===== src/rtl/deadtime_gen.sv =====
`timescale 1ns/1ps
// deadtime_gen: turns one PWM command into complementary high-side/low-side
// gate commands separated by a programmable dead time, with a sticky fault
// shutdown. All outputs are registered and decoded from the next state, so
// the gate pins change on the same edge as the FSM.
module deadtime_gen #(
    parameter int W = 8
) (
    input  logic         clk,
    input  logic         rst,
    input  logic         ena,
    input  logic         pwm_in,
    input  logic [W-1:0] dead_rise,
    input  logic [W-1:0] dead_fall,
    input  logic         fault,
    input  logic         fault_clr,
    output logic         hs_out,
    output logic         ls_out,
    output logic         dead_active,
    output logic         fault_latched
);

    typedef enum logic [2:0] {
        OFF   = 3'd0,
        DT_HI = 3'd1,
        HI    = 3'd2,
        DT_LO = 3'd3,
        LO    = 3'd4
    } state_t;

    state_t       st;
    state_t       st_nxt;
    logic         pwm_q;
    logic [W-1:0] cnt;
    logic [W-1:0] cnt_nxt;
    logic [W-1:0] rise_load;
    logic [W-1:0] fall_load;

    // Dead time D = max(dead_X, 1); the counter holds D-1 on entry so that
    // the DT state lasts exactly D cycles.
    assign rise_load = (dead_rise == '0) ? '0 : dead_rise - W'(1);
    assign fall_load = (dead_fall == '0) ? '0 : dead_fall - W'(1);

    // Next-state and counter logic; shutdown conditions override everything.
    always_comb begin
        st_nxt  = st;
        cnt_nxt = cnt;
        if (fault || fault_latched || !ena) begin
            st_nxt = OFF;
        end else begin
            case (st)
                OFF: begin
                    if (pwm_q) begin
                        st_nxt  = DT_HI;
                        cnt_nxt = rise_load;
                    end else begin
                        st_nxt  = DT_LO;
                        cnt_nxt = fall_load;
                    end
                end
                LO: begin
                    if (pwm_q) begin
                        st_nxt  = DT_HI;
                        cnt_nxt = rise_load;
                    end
                end
                HI: begin
                    if (!pwm_q) begin
                        st_nxt  = DT_LO;
                        cnt_nxt = fall_load;
                    end
                end
                DT_HI: begin
                    // A command that reverts during the dead time goes straight
                    // back to the low side: the high side never conducted.
                    if (!pwm_q) begin
                        st_nxt = LO;
                    end else if (cnt == '0) begin
                        st_nxt = HI;
                    end else begin
                        cnt_nxt = cnt - W'(1);
                    end
                end
                DT_LO: begin
                    if (pwm_q) begin
                        st_nxt = HI;
                    end else if (cnt == '0) begin
                        st_nxt = LO;
                    end else begin
                        cnt_nxt = cnt - W'(1);
                    end
                end
                default: st_nxt = OFF;
            endcase
        end
    end

    // State, counter and PWM input register.
    always_ff @(posedge clk) begin
        if (rst) begin
            st    <= OFF;
            cnt   <= '0;
            pwm_q <= 1'b0;
        end else begin
            st    <= st_nxt;
            cnt   <= cnt_nxt;
            pwm_q <= pwm_in;
        end
    end

    // Gate outputs decoded from the next state so they move with the FSM.
    always_ff @(posedge clk) begin
        if (rst) begin
            hs_out      <= 1'b0;
            ls_out      <= 1'b0;
            dead_active <= 1'b0;
        end else begin
            hs_out      <= (st_nxt == HI);
            ls_out      <= (st_nxt == LO);
            dead_active <= (st_nxt == DT_HI) || (st_nxt == DT_LO);
        end
    end

    // Sticky fault flag; a new fault beats a simultaneous clear.
    always_ff @(posedge clk) begin
        if (rst) begin
            fault_latched <= 1'b0;
        end else if (fault) begin
            fault_latched <= 1'b1;
        end else if (fault_clr) begin
            fault_latched <= 1'b0;
        end
    end

endmodule

===== config.mk =====
export PLATFORM = sky130hd
export DESIGN_NAME = deadtime_gen
export DESIGN_NICKNAME = d
export VERILOG_FILES = /design/src/rtl/deadtime_gen.sv
export SDC_FILE = /design/constraint.sdc
export NUM_CORES = 1
export LEC_CHECK = 0
export ABC_AREA = 1
export BUFFER_PORTS_ARGS = -buffer_cell sky130_fd_sc_hd__buf_4
export CORE_ASPECT_RATIO = 1.1
export CORE_MARGIN = 10
export CORE_UTILIZATION = 50
export CTS_CLUSTER_SIZE = 28
export DETAILED_ROUTE_END_ITERATION = 16
export HOLD_SLACK_MARGIN = 0.1
export PLACE_DENSITY = 0.76
export SYNTH_ARGS = -nofsm -noshare
export SYNTH_HDL_FRONTEND = slang
export SYNTH_SLANG_ARGS = --single-unit

===== constraint.sdc =====
create_clock -name clk -period 1.44 [get_ports clk]
set_input_delay 0.288 -clock clk [delete_from_list [all_inputs] [get_ports clk]]
set_output_delay 0.288 -clock clk [all_outputs]
set_load 0.005 [all_outputs]

==> impl_metrics.env <==
export IMPL_io_pins=26
export IMPL_cts_tree="yes"
export IMPL_drv_cap=0
export IMPL_h_tree_depth=1
export IMPL_p_leak_nw=1.01
export IMPL_top_layer_used="met4"
export IMPL_final_hold_violation_count=0
export IMPL_nNetsFinal=322
export IMPL_synth_most_common_cell="nand2_1"
export IMPL_synth_edf_count=0
export IMPL_cp_buffers_inverters=3
export IMPL_firstDrtPassIters=4
export IMPL_min_period_over_period_pct=97.8
export IMPL_clk_pin_slew_ns=0.10
export IMPL_wl_met3_um=166
export IMPL_routed_via_density=5.02
export IMPL_power_w=0.00131
export IMPL_syn_area_per_cell_sq_um=6.11
export IMPL_grt_start_max_net_pins=11
export IMPL_cts_hold_buf=0
export IMPL_ys_async_sr_fraction_pct=0
export IMPL_clock_fmax_mhz=710
export IMPL_grt_overflow=0
export IMPL_irDropWorstVdd_mv=1.01
export IMPL_netlist_area_sq_um=1480
export IMPL_outcome="finished, final reports clean"
export IMPL_setup_viol=0
export IMPL_wl_per_cell_um=11.9
export IMPL_yosys_most_used_dff="dfxtp_1"
export IMPL_synth_seq_cells=16
export IMPL_cp_common_cell="nor2_1"
export IMPL_synth_top_area_share_pct=21.6
export IMPL_insertion_delay_ns=0.29
export IMPL_synth_seq_area_share_pct=21.6
export IMPL_crit_type="flop to flop"
export IMPL_multi_input_area_sq_um=1050
export IMPL_die_y_um=77.1
export IMPL_antenna_found_initial=0
export IMPL_cts_root_buf="clkbuf_4"
export IMPL_cellPowerDensity_nw_per_um2=648
export IMPL_synth_nets=270
export IMPL_setup_tns_ns=0
export IMPL_yosysTopAreaCell="dfxtp_1"
export IMPL_portBuffers=25
export IMPL_cts_buffers=3
export IMPL_seqCellArea_sq_um=335
export IMPL_grt_pass1_vias=1540
export IMPL_drc=0
export IMPL_slew_limit_headroom_pct=77.9
export IMPL_std_cell_rows=20
export IMPL_grtUsageTotal_pct=13.4
export IMPL_worstHoldPathType="input pin to flop"
export IMPL_dp_hpwl_mm=3.11
export IMPL_synth_area_leaders="dfxtp_1 22%, nand2_1 14%, nor2_1 9.6%, nand3_1 8.1%, inv_1 8.1%"
export IMPL_end_kind="flop"
export IMPL_cp_max_fo=8
export IMPL_crit_chain="nor2_1, nand2_2, clkinv_1, nand3_2, nand3_4, inv_8, buf_4, o21ai_1, nor2_1"
export IMPL_vias=1640
export IMPL_yosysWarnings=0
export IMPL_worstPathArrival_ns=1.60
export IMPL_worstMarginPinSlew_ns=0.332
export IMPL_fp_dieW_um=71.9
export IMPL_critPathMaxStageDelay_ns=0.36
export IMPL_coreArea_sq_um=2800
export IMPL_gp_congestion=0.881
export IMPL_critPathSlowestCell="dfxtp_2"
export IMPL_wl_met2_mm=1.98
export IMPL_antenna_left=0
export IMPL_rsz0062_at_grt="true"
export IMPL_drtIter0Drc=73
export IMPL_area_growth_pct=36.2
export IMPL_synth_common_cells="55 x nand2_1, 38 x nor2_1, 32 x inv_1, 24 x nand3_1, 16 x dfxtp_1"
export IMPL_die_area_sq_um=5550
export IMPL_wl_mm=3.90
export IMPL_fillerInstances=228
export IMPL_cts_path_max_buffers=2
export IMPL_finalMaxSlewViolations=0
export IMPL_clkSinkCount=16
export IMPL_initial_core_util_pct=52.9
export IMPL_skew_ns=0.00762
export IMPL_synth_cells=243
export IMPL_fin_crit_ns=1.41
export IMPL_antenna_cells=0
export IMPL_drive_above_1_share_pct=38.1
export IMPL_grt_pass1_wl_mm=6.38
export IMPL_start_kind="flop"
export IMPL_ys_types=31
export IMPL_met1Wirelength_mm=1.72
export IMPL_critical_path_top_delay_family="simple AND/OR/NAND/NOR gates"
export IMPL_final_core_util_pct=72.1
export IMPL_cp_required_ns=1.63
## area by class of cell
class / instances / area share [%]
multi-input cells: 183 / 52.0
repair buffers: 49 / 18.6
inverters: 42 / 8.98
flip-flops and latches: 16 / 16.6
clock buffers: 4 / 1.80
well taps: 33 / 2.04
## power breakdown
| part | total, W | switching (W) | internal, W | leakage (nW) |
|---|---|---|---|---|
| clock | 0.000308 | 0.000154 | 0.000154 | 0.0210 |
| sequential | 0.000492 | 0.0000236 | 0.000469 | 0.135 |
| combinational | 0.000510 | 0.000280 | 0.000230 | 0.853 |
## sequential cells by signal, indices dropped and copies added (netlist names)
signal         flops
st                 3
dead_active        1
pwm_q              1
fault_latched      1
hs_out             1
cnt                8
ls_out             1
## per-layer routing
metal | GRT usage, % | vias to the layer above
met1 | 15.8 | 732
li1 | - | 880
met2 | 23.9 | 23
met3 | 3.60 | 5
met5 | 0 | -
met4 | 0.969 | 0
## through the flow
stage	hold WS [ns]	cell area, sq um	std cells	worst slack, ns
6_report	0.157	2020	327	0.0312
4_1_cts	0.167	1870	322	0.0197
3_3_place_gp	0.475	1830	318	-0.177
3_5_place_dp	0.486	1830	318	-0.244
2_1_floorplan	0.387	1480	243	0.0340
5_1_grt	0.153	2020	327	-0.0769
## cells by family after synthesis
logic type	share of synthesized area [%]
AND/OR/NAND/NOR	47.8
buffers and inverters	13.6
AO/OA/AOI/OAI	11.0
flip-flops	21.6
adder cells (fa/ha/maj)	4.22
XOR/XNOR	1.77
## path summary, 6_finish.rpt
check                                from       endpoint  slack (ns)  cells past startpoint
worst min register to register     cnt[1]         cnt[1]        0.51                      2
worst min-delay path            fault_clr  fault_latched        0.16                      2
worst max register to register     cnt[4]         cnt[2]        0.03                      9
worst max-delay path               cnt[4]         cnt[2]        0.03                      9
## cells in the final DEF, fill, tap and decap left out, drive strengths merged
master,instances
a211oi,3
a21oi,6
buf,49
bufinv,1
clkbuf,4
clkinv,1
dfxtp,16
ha,5
inv,40
nand2,58
nand3,29
nand3b,1
nand4,6
nor2,46
nor3,4
nor3b,1
o21ai,20
or2,1
xor2,3
## timing repair
item | CTS | global route
pin swaps | 0 | 13
gates resized for setup | 2 | 38
endpoints found under the setup margin | 1 | 12
hold endpoints to repair | 0 | 0
buffers inserted | 0 | 5
No activity file was read; power rests on OpenSTA's default activity.
